$ cat config.mk
export PLATFORM = sky130hd
export DESIGN_NAME = axi_cfg_sequencer
export DESIGN_NICKNAME = d
export VERILOG_FILES = /design/src/rtl/cfg_seq_pkg.sv /design/src/rtl/axi_cfg_sequencer.sv
export SDC_FILE = /design/constraint.sdc
export NUM_CORES = 1
export LEC_CHECK = 0
export ABC_AREA = 0
export CORE_AREA = 2 2 227 229
export DETAILED_ROUTE_END_ITERATION = 10
export DIE_AREA = 0 0 229 231
export GPL_TIMING_DRIVEN = 0
export REMOVE_ABC_BUFFERS = 1
export SKIP_CTS_REPAIR_TIMING = 1
export SYNTH_ARGS = -nofsm -noshare
export SYNTH_HDL_FRONTEND = slang
export SYNTH_SLANG_ARGS = --single-unit
$ cat constraint.sdc
create_clock -name clk_i -period 2.5 [get_ports clk_i]
set_clock_uncertainty 0.2 [all_clocks]
set_input_delay 0.625 -clock clk_i [delete_from_list [all_inputs] [get_ports clk_i]]
set_output_delay 0.625 -clock clk_i [all_outputs]
set_load 0.02 [all_outputs]
$ cat src/rtl/cfg_seq_pkg.sv
// Shared types for the AXI configuration sequencer: command opcodes, FSM states and AXI constants.
package cfg_seq_pkg;

  typedef enum logic [1:0] {
    WRITE = 2'b00,
    READ  = 2'b01,
    POLL  = 2'b10,
    RSVD  = 2'b11
  } cmd_op_e;

  typedef enum logic [2:0] {
    IDLE = 3'd0,
    WR   = 3'd1,
    WR_B = 3'd2,
    RD_A = 3'd3,
    RD_D = 3'd4,
    GAP  = 3'd5,
    RSP  = 3'd6
  } state_e;

  localparam logic [1:0] AXI_OKAY       = 2'b00;
  localparam logic [1:0] AXI_BURST_INCR = 2'b01;

  // AXI size encoding for a full-width beat of the given byte count.
  function automatic logic [2:0] axi_size(input int unsigned bytes);
    return 3'($clog2(bytes));
  endfunction

endpackage

$ cat src/rtl/axi_cfg_sequencer.sv
// Single-outstanding AXI4 master turning WRITE / READ / POLL commands into single-beat register accesses.
// Optional macro CFG_SEQ_POLL_TIMEOUT_EN bounds POLL with a cycle timeout; without it POLL retries until match.
module axi_cfg_sequencer
  import cfg_seq_pkg::*;
#(
  parameter int ADDR_WIDTH     = 64,
  parameter int DATA_WIDTH     = 64,
  parameter int ID_WIDTH       = 4,
  parameter int POLL_GAP       = 8,
  parameter int TIMEOUT_CYCLES = 1024
) (
  input  logic                    clk_i,
  input  logic                    rst_i,
  // command / response
  input  logic                    cmd_valid_i,
  output logic                    cmd_ready_o,
  input  logic [1:0]              cmd_op_i,
  input  logic [ADDR_WIDTH-1:0]   cmd_addr_i,
  input  logic [DATA_WIDTH-1:0]   cmd_data_i,
  input  logic [DATA_WIDTH-1:0]   cmd_mask_i,
  output logic                    rsp_valid_o,
  output logic [DATA_WIDTH-1:0]   rsp_data_o,
  output logic                    rsp_err_o,
  output logic                    rsp_timeout_o,
  output logic                    busy_o,
  // AW
  output logic [ADDR_WIDTH-1:0]   aw_addr_o,
  output logic                    aw_valid_o,
  input  logic                    aw_ready_i,
  output logic [2:0]              aw_size_o,
  output logic [ID_WIDTH-1:0]     aw_id_o,
  output logic [7:0]              aw_len_o,
  output logic [1:0]              aw_burst_o,
  // W
  output logic [DATA_WIDTH-1:0]   w_data_o,
  output logic [DATA_WIDTH/8-1:0] w_strb_o,
  output logic                    w_last_o,
  output logic                    w_valid_o,
  input  logic                    w_ready_i,
  // B
  input  logic [1:0]              b_resp_i,
  input  logic                    b_valid_i,
  output logic                    b_ready_o,
  // AR
  output logic [ADDR_WIDTH-1:0]   ar_addr_o,
  output logic                    ar_valid_o,
  input  logic                    ar_ready_i,
  output logic [2:0]              ar_size_o,
  output logic [ID_WIDTH-1:0]     ar_id_o,
  output logic [7:0]              ar_len_o,
  output logic [1:0]              ar_burst_o,
  // R
  input  logic [DATA_WIDTH-1:0]   r_data_i,
  input  logic [1:0]              r_resp_i,
  input  logic                    r_last_i,
  input  logic                    r_valid_i,
  output logic                    r_ready_o
);

  localparam logic [2:0] AXI_SIZE = axi_size(DATA_WIDTH / 8);
  localparam int         GAP_W    = (POLL_GAP > 1) ? $clog2(POLL_GAP) : 1;
  localparam logic [GAP_W-1:0] GAP_LAST = GAP_W'(POLL_GAP - 1);

  state_e                  state_q, state_d;
  cmd_op_e                 op_q, op_d;
  logic [ADDR_WIDTH-1:0]   addr_q, addr_d;
  logic [DATA_WIDTH-1:0]   data_q, data_d;
  logic [DATA_WIDTH-1:0]   mask_q, mask_d;
  logic [DATA_WIDTH-1:0]   rdata_q, rdata_d;
  logic                    err_q, err_d;
  logic                    aw_done_q, aw_done_d;
  logic                    w_done_q, w_done_d;
  logic [GAP_W-1:0]        gap_q, gap_d;
  logic                    poll_match;

`ifdef CFG_SEQ_POLL_TIMEOUT_EN
  localparam logic [31:0] TMO_LIMIT = 32'(TIMEOUT_CYCLES);
  logic [31:0] tmo_cnt_q, tmo_cnt_d;
  logic        tmo_q, tmo_d;
`endif

  // Only masked bits take part in the compare, so a zero mask matches anything.
  assign poll_match = ((r_data_i ^ data_q) & mask_q) == '0;

  always_comb begin
    state_d   = state_q;
    op_d      = op_q;
    addr_d    = addr_q;
    data_d    = data_q;
    mask_d    = mask_q;
    rdata_d   = rdata_q;
    err_d     = err_q;
    aw_done_d = aw_done_q;
    w_done_d  = w_done_q;
    gap_d     = gap_q;
`ifdef CFG_SEQ_POLL_TIMEOUT_EN
    tmo_cnt_d = tmo_cnt_q;
    tmo_d     = tmo_q;
`endif

    case (state_q)
      IDLE: begin
        if (cmd_valid_i) begin
          op_d      = cmd_op_e'(cmd_op_i);
          addr_d    = cmd_addr_i;
          data_d    = cmd_data_i;
          mask_d    = cmd_mask_i;
          err_d     = 1'b0;
          aw_done_d = 1'b0;
          w_done_d  = 1'b0;
`ifdef CFG_SEQ_POLL_TIMEOUT_EN
          tmo_cnt_d = '0;
          tmo_d     = 1'b0;
`endif
          case (cmd_op_e'(cmd_op_i))
            WRITE:      state_d = WR;
            READ, POLL: state_d = RD_A;
            default: begin
              state_d = RSP;
              err_d   = 1'b1;
            end
          endcase
        end
      end

      WR: begin
        if (aw_ready_i) aw_done_d = 1'b1;
        if (w_ready_i)  w_done_d  = 1'b1;
        if (aw_done_d && w_done_d) state_d = WR_B;
      end

      WR_B: begin
        if (b_valid_i) begin
          err_d   = (b_resp_i != AXI_OKAY);
          state_d = RSP;
        end
      end

      RD_A: begin
        if (ar_ready_i) state_d = RD_D;
      end

      RD_D: begin
        if (r_valid_i) begin
          rdata_d = r_data_i;
          if (r_resp_i != AXI_OKAY) begin
            err_d   = 1'b1;
            state_d = RSP;
          end else if (op_q != POLL || poll_match) begin
            state_d = RSP;
          end else begin
            gap_d   = '0;
            state_d = GAP;
          end
        end
      end

      GAP: begin
        if (gap_q == GAP_LAST) state_d = RD_A;
        else                   gap_d   = gap_q + 1'b1;
`ifdef CFG_SEQ_POLL_TIMEOUT_EN
        // Only checked between reads so a bus transaction is never abandoned.
        if (tmo_cnt_q >= TMO_LIMIT) begin
          tmo_d   = 1'b1;
          state_d = RSP;
        end
`endif
      end

      RSP:     state_d = IDLE;
      default: state_d = IDLE;
    endcase

`ifdef CFG_SEQ_POLL_TIMEOUT_EN
    if (state_q == RD_A || state_q == RD_D || state_q == GAP) tmo_cnt_d = tmo_cnt_q + 32'd1;
`endif
  end

  always_ff @(posedge clk_i) begin
    if (rst_i) begin
      state_q   <= IDLE;
      op_q      <= WRITE;
      addr_q    <= '0;
      data_q    <= '0;
      mask_q    <= '0;
      rdata_q   <= '0;
      err_q     <= 1'b0;
      aw_done_q <= 1'b0;
      w_done_q  <= 1'b0;
      gap_q     <= '0;
`ifdef CFG_SEQ_POLL_TIMEOUT_EN
      tmo_cnt_q <= '0;
      tmo_q     <= 1'b0;
`endif
    end else begin
      state_q   <= state_d;
      op_q      <= op_d;
      addr_q    <= addr_d;
      data_q    <= data_d;
      mask_q    <= mask_d;
      rdata_q   <= rdata_d;
      err_q     <= err_d;
      aw_done_q <= aw_done_d;
      w_done_q  <= w_done_d;
      gap_q     <= gap_d;
`ifdef CFG_SEQ_POLL_TIMEOUT_EN
      tmo_cnt_q <= tmo_cnt_d;
      tmo_q     <= tmo_d;
`endif
    end
  end

`ifdef CFG_SEQ_POLL_TIMEOUT_EN
  assign rsp_timeout_o = tmo_q;
`else
  logic unused_tmo_cfg;
  assign unused_tmo_cfg = ^TIMEOUT_CYCLES;
  assign rsp_timeout_o  = 1'b0;
`endif

  // Single-beat reads: the last flag carries no information.
  logic unused_r_last;
  assign unused_r_last = r_last_i;

  assign cmd_ready_o = (state_q == IDLE);
  assign busy_o      = (state_q != IDLE);
  assign rsp_valid_o = (state_q == RSP);
  assign rsp_data_o  = rdata_q;
  assign rsp_err_o   = err_q;

  assign aw_addr_o   = addr_q;
  assign aw_valid_o  = (state_q == WR) && !aw_done_q;
  assign aw_size_o   = AXI_SIZE;
  assign aw_id_o     = '0;
  assign aw_len_o    = 8'd0;
  assign aw_burst_o  = AXI_BURST_INCR;

  assign w_data_o    = data_q;
  assign w_strb_o    = '1;
  assign w_last_o    = 1'b1;
  assign w_valid_o   = (state_q == WR) && !w_done_q;

  assign b_ready_o   = (state_q == WR_B);

  assign ar_addr_o   = addr_q;
  assign ar_valid_o  = (state_q == RD_A);
  assign ar_size_o   = AXI_SIZE;
  assign ar_id_o     = '0;
  assign ar_len_o    = 8'd0;
  assign ar_burst_o  = AXI_BURST_INCR;

  assign r_ready_o   = (state_q == RD_D);

endmodule
; ---- Word-level counts from Yosys, hierarchy flattened
; Index checks and enable logic that the tools add are counted.
[classes]
addsub = 1
bitwise = 2
eq_ne = 20
n_reduce_logical = 23
n_mux = 28
[op_table]
columns = cell, n
row1 = $and 64x64->64, 1
row2 = $logic_not 64->1, 1
row3 = $xor 64x64->64, 1
row4 = $mux 3, 10
row5 = $ne 2x2->1 const B, 9
row6 = $pmux 3 s6, 1
row7 = $eq 3x3->1 const B, 4
row8 = $pmux 3 s2, 2
row9 = $mux 1, 10
row10 = $reduce_and 5->1, 2
row11 = $reduce_bool 2->1, 4
row12 = $eq 3x2->1 const B, 2
row13 = $reduce_and 2->1, 3
row14 = $reduce_and 6->1, 1
row15 = $reduce_bool 3->1, 2
row16 = $mux 2, 2
row17 = $ne 2x1->1 const B, 2
row18 = $pmux 1 s2, 2
row19 = $add 3x1->3 const B, 1
row20 = $eq 3x1->1 const B, 1
row21 = $logic_and 1x1->1, 3
row22 = $logic_not 3->1, 1
row23 = $pmux 1 s3, 1
row24 = $reduce_or 3->1, 1
row25 = other kinds (6), 7
[totals]
inputBits = 271
ff_bits = 267
out_inout_bits = 309

; ---- Depth between registers and ports, before layout
[depth]
depth_word = 8
mapped_depth = 9

; ---- Worst setup path before layout
; Ideal clock, no wire load.
[synth_timing]
kind = in2reg
start = input r_data_i[9]
end = register state_q[0]
cell_stages = 7
path_slack_ns = 0.093
required_ns = 2.180
setup_time_ns = 0.120
arrival_ns = 2.087
n_path_buf = 0
path_cell_list = xor2_1 a22oi_1 nand4_1 or4_4 o21ai_1 nor2_1 o31a_1
[synth_via]
elab_chain_len = 8
[synth_lines]
columns = item, line_no
row1 = start: declaration, axi_cfg_sequencer.sv:53  ; input logic [DATA_WIDTH-1:0] r_data_i,
row2 = $xor 64x64->64, axi_cfg_sequencer.sv:83  ; assign poll_match = ((r_data_i ^ data_q) & mask_q) == '0;
row3 = $and 64x64->64, axi_cfg_sequencer.sv:83
row4 = $logic_not 64->1, axi_cfg_sequencer.sv:83
row5 = $logic_or 1x1->1, axi_cfg_sequencer.sv:149  ; end else if (op_q != POLL || poll_match) begin
row6 = $mux 2, axi_cfg_sequencer.sv:149
row7 = $mux 2, axi_cfg_sequencer.sv:146  ; if (r_resp_i != AXI_OKAY) begin
row8 = $mux 3, axi_cfg_sequencer.sv:144  ; if (r_valid_i) begin
row9 = $pmux 3 s6, axi_cfg_sequencer.sv:101  ; case (state_q)
row10 = end signal: assignment, axi_cfg_sequencer.sv:196  ; state_q <= state_d;
row11 = end: declaration, axi_cfg_sequencer.sv:64  ; state_e state_q, state_d;
; No other way between the ends. The select of a mux whose other input is x is not followed.
; A chain may end at the register's enable or synchronous reset.

; ---- Worst setup path after layout
[layout_timing]
start = input r_data_i[60]
end = register gap_q[1]
[layout_via]
elab_chain_len = 6
[layout_lines]
columns = item, line_no
row1 = $xor 64x64->64, axi_cfg_sequencer.sv:83
row2 = $and 64x64->64, axi_cfg_sequencer.sv:83
row3 = $logic_not 64->1, axi_cfg_sequencer.sv:83
row4 = $logic_or 1x1->1, axi_cfg_sequencer.sv:149
row5 = $ne 2x2->1 (no source line), n/a
row6 = $reduce_and 5->1 (no source line), n/a
row7 = end signal: assignment, axi_cfg_sequencer.sv:205  ; gap_q <= gap_d;
row8 = end: declaration, axi_cfg_sequencer.sv:73  ; logic [GAP_W-1:0] gap_q, gap_d;
; No other way between the ends.

==> results.py <==
metrics = {
    "synth": {
        "yosys_warnings": 0,
        "synth_edf_count": 0,
        "syn_area_um2": 11100,
        "syn_area_per_cell_um2": 7.799,
        "synth_cells": 1423,
        "ys_async_sr_fraction": 0,
        "synth-main-ff-cell": "dfxtp_1",
        "synth_cell_types": 42,
        "ys_seq_area_frac": 0.4816,
        "ys_ff_latch": 267,
    },
    "setup_path": {
        "critPathLaunchType": "input pin",
        "critPathCaptureType": "register",
        "worst-path-max-fanout": 5,
        "r2r_cells": 7,
        "critPathMaxStageDelay_ns": 0.63,
        "cp.required_ns": 2.72,
        "worstPathArrival_ns": 2.74,
        "path_cells": "clkdlybuf4s50_1 -> xor2_1 -> a22oi_2 -> nand4_1 -> or4_4 -> o2111ai_4 -> a211o_2 -> a21oi_2",
        "critPathKind": "input pin to register",
        "cp_slowest_cell": "or4_4",
    },
    "grt": {
        "grt_max_degree": 147,
        "grt_pass1_wl_um": 59340,
        "grt_pass1_vias": 10470,
        "grt_usage": 0.1396,
        "antenna_found_initial": 5,
        "overflow": 0,
    },
    "layout": {
        "final_nets": 2130,
        "areaGrowthSynthToFinish_pct": 60.64,
        "utilization": 0.3518,
        "drive_above_1_share": 0.06077,
        "multi_input_area_um2": 4863,
        "final_common_cell": "nand2_1",
        "layout_common_cells": "523 x nand2_1, 483 x clkdlybuf4s50_1, 262 x dfxtp_1, 261 x a21oi_1, 63 x xor2_1",
        "fin_area_um2": 17830,
        "fillers": 5317,
        "regArea_um2": 5359,
    },
    "routing": {
        "drt-total-wl_um": 39990,
        "ant_nets": 0,
        "drt_pass1_iterations": 5,
        "via_count": 10810,
        "routed_via_density": 4.226,
        "drc": 0,
        "drt-initial-drc-count": 528,
        "wl_per_cell_um": 15.63,
    },
    "sta": {
        "hold_viol": 0,
        "worst_pin_slew_ns": 0.9935,
        "timing.fmax_ghz": 0.3968,
        "fin_crit_ns": 2.520,
        "setup_slack_ns": -0.01988,
        "setup_viol": 3,
        "period_share": 1.008,
        "rsz0062_at_grt": "true",
        "final_max_slew_viol_count": 0,
        "relSlewSlack": 0.3376,
    },
    "die": {
        "die-area_um2": 52900,
        "pin_count": 580,
        "die_y_um": 231,
        "fp-row-count": 83,
        "core-area_um2": 50680,
        "die_w_um": 229,
        "start_util": 0.2190,
    },
    "placement": {
        "gp_congestion": 0.8160,
        "dpl_cell_area_um2": 16490,
        "pre_cts_slack_ns": -1.110,
        "portBuffers": 534,
        "place_hpwl_um": 28460,
    },
    "hold_path": {
        "min_path_type": "input pin to register",
        "holdPathStages": 3,
    },
    "power_and_ir_drop": {
        "p_per_area_nw_per_um2": 972.3,
        "max-vdd-ir-drop_mv": 0.5333,
        "p_leak_nw": 6.865,
    },
    "clock_network": {
        "clk_pin_slew_ns": 0.06,
        "cts_max_level": 1,
        "cts_tree": "yes",
        "cts_root_buffer": "clkbuf_16",
        "clk_latency_ns": 0.56,
        "cts.sinks": 267,
        "clk_path_buf_depth": 3,
        "numCtsBuffers": 30,
    },
    "flow_run": {
        "cap_viol_max_count": 0,
    },
    "status": {
        "failed_checks": "setup timing",
        "status": "complete, but fails checks",
    },
}
worst paths after layout:
path	slack [ns]	from	end
setup / recovery	-0.02	r_data_i[60]	gap_q[1]$_SDFFE_PP0P_
setup reg to reg	0.06	w_data_o[32]$_SDFFE_PP0P_	gap_q[1]$_SDFFE_PP0P_
hold reg to reg	0.25	mask_q[39]$_SDFFE_PP0P_	mask_q[39]$_SDFFE_PP0P_
hold / removal	0.16	r_data_i[40]	rsp_data_o[40]$_SDFFE_PP0P_
metrics by stage:
| step | instances | power, W | hold WS [ns] | setup TNS, ns |
|---|---|---|---|---|
| after floorplan | 1267 | 0.008118 | 0.2257 | -744.46 |
| after global routing | 2557 | 0.01832 | 0.1545 | -0.3071 |
| after CTS | 2539 | 0.01721 | 0.2548 | -40.24 |
| after detailed placement | 2488 | 0.01275 | 0.2469 | -41.41 |
| final | 2558 | 0.01734 | 0.1615 | -0.04090 |
| after global placement | 2481 | 0.009273 | 0.2409 | -1945.43 |
registers in the layout, indices dropped and copies added (netlist names), 2 cells and up:
| name | count |
|---|---|
| gap_q | 3 |
| w_data_o | 64 |
| state_q | 3 |
| mask_q | 64 |
| rsp_data_o | 64 |
| op_q | 2 |
| ar_addr_o | 64 |
cell usage after synthesis (all sizes together), types with 3 or more instances:
master  count  share of area
nand3       3         0.0018
a21oi     264           0.12
clkbuf     71          0.024
nor2       18         0.0061
buf       127          0.082
dfxtp     267           0.48
nor3b       4         0.0027
nand4       8         0.0045
xor2       64          0.051
nand2     525           0.18
a22oi      35          0.024
inv         4         0.0014
o21ai       3         0.0014
a211oi      3         0.0025
where the power goes:
| part | internal (W) | switching [W] |
|---|---|---|
| clock network | 0.00261 | 0.00174 |
| logic | 0.00308 | 0.00413 |
| registers | 0.00512 | 0.000659 |
routing by layer:
layer / global-route usage / share of wire
met5: 0 / 0.0010
met4: 0.03815 / 0.021
met3: 0.03668 / 0.073
met2: 0.2455 / 0.50
met1: 0.1674 / 0.41
cell families (layout without fill, tap and decap cells):
kind of cell    after synthesis  in the layout  synth area share
simple gates                571            572            0.2014
fa+ha+maj                     2              2          0.002254
flops                       267            267            0.4816
compound gates              314            314            0.1558
buf+inv                     202            612            0.1069
mux                           1              1         0.0009020
other cells                   2             46         0.0006767
xor+xnor                     64             64           0.05051
worst max-delay path: cells and delay by family:
kind            cells  cell delay [ns]
compound gates      4             0.73
xor+xnor            1             0.17
buf+inv             1             0.43
simple gates        2             0.77
area by class of cell:
cell class | instances | area share
Timing Repair Buffer | 557 | 0.3230
Clock buffer | 46 | 0.05172
Sequential cell | 267 | 0.3006
Tap cell | 680 | 0.04772
Multi-Input combinational cell | 997 | 0.2728
Inverter | 4 | 0.0008422
Antenna cell | 2 | 0.0002807
Clock inverter | 5 | 0.003018
(Power assumes the default switching activity.)
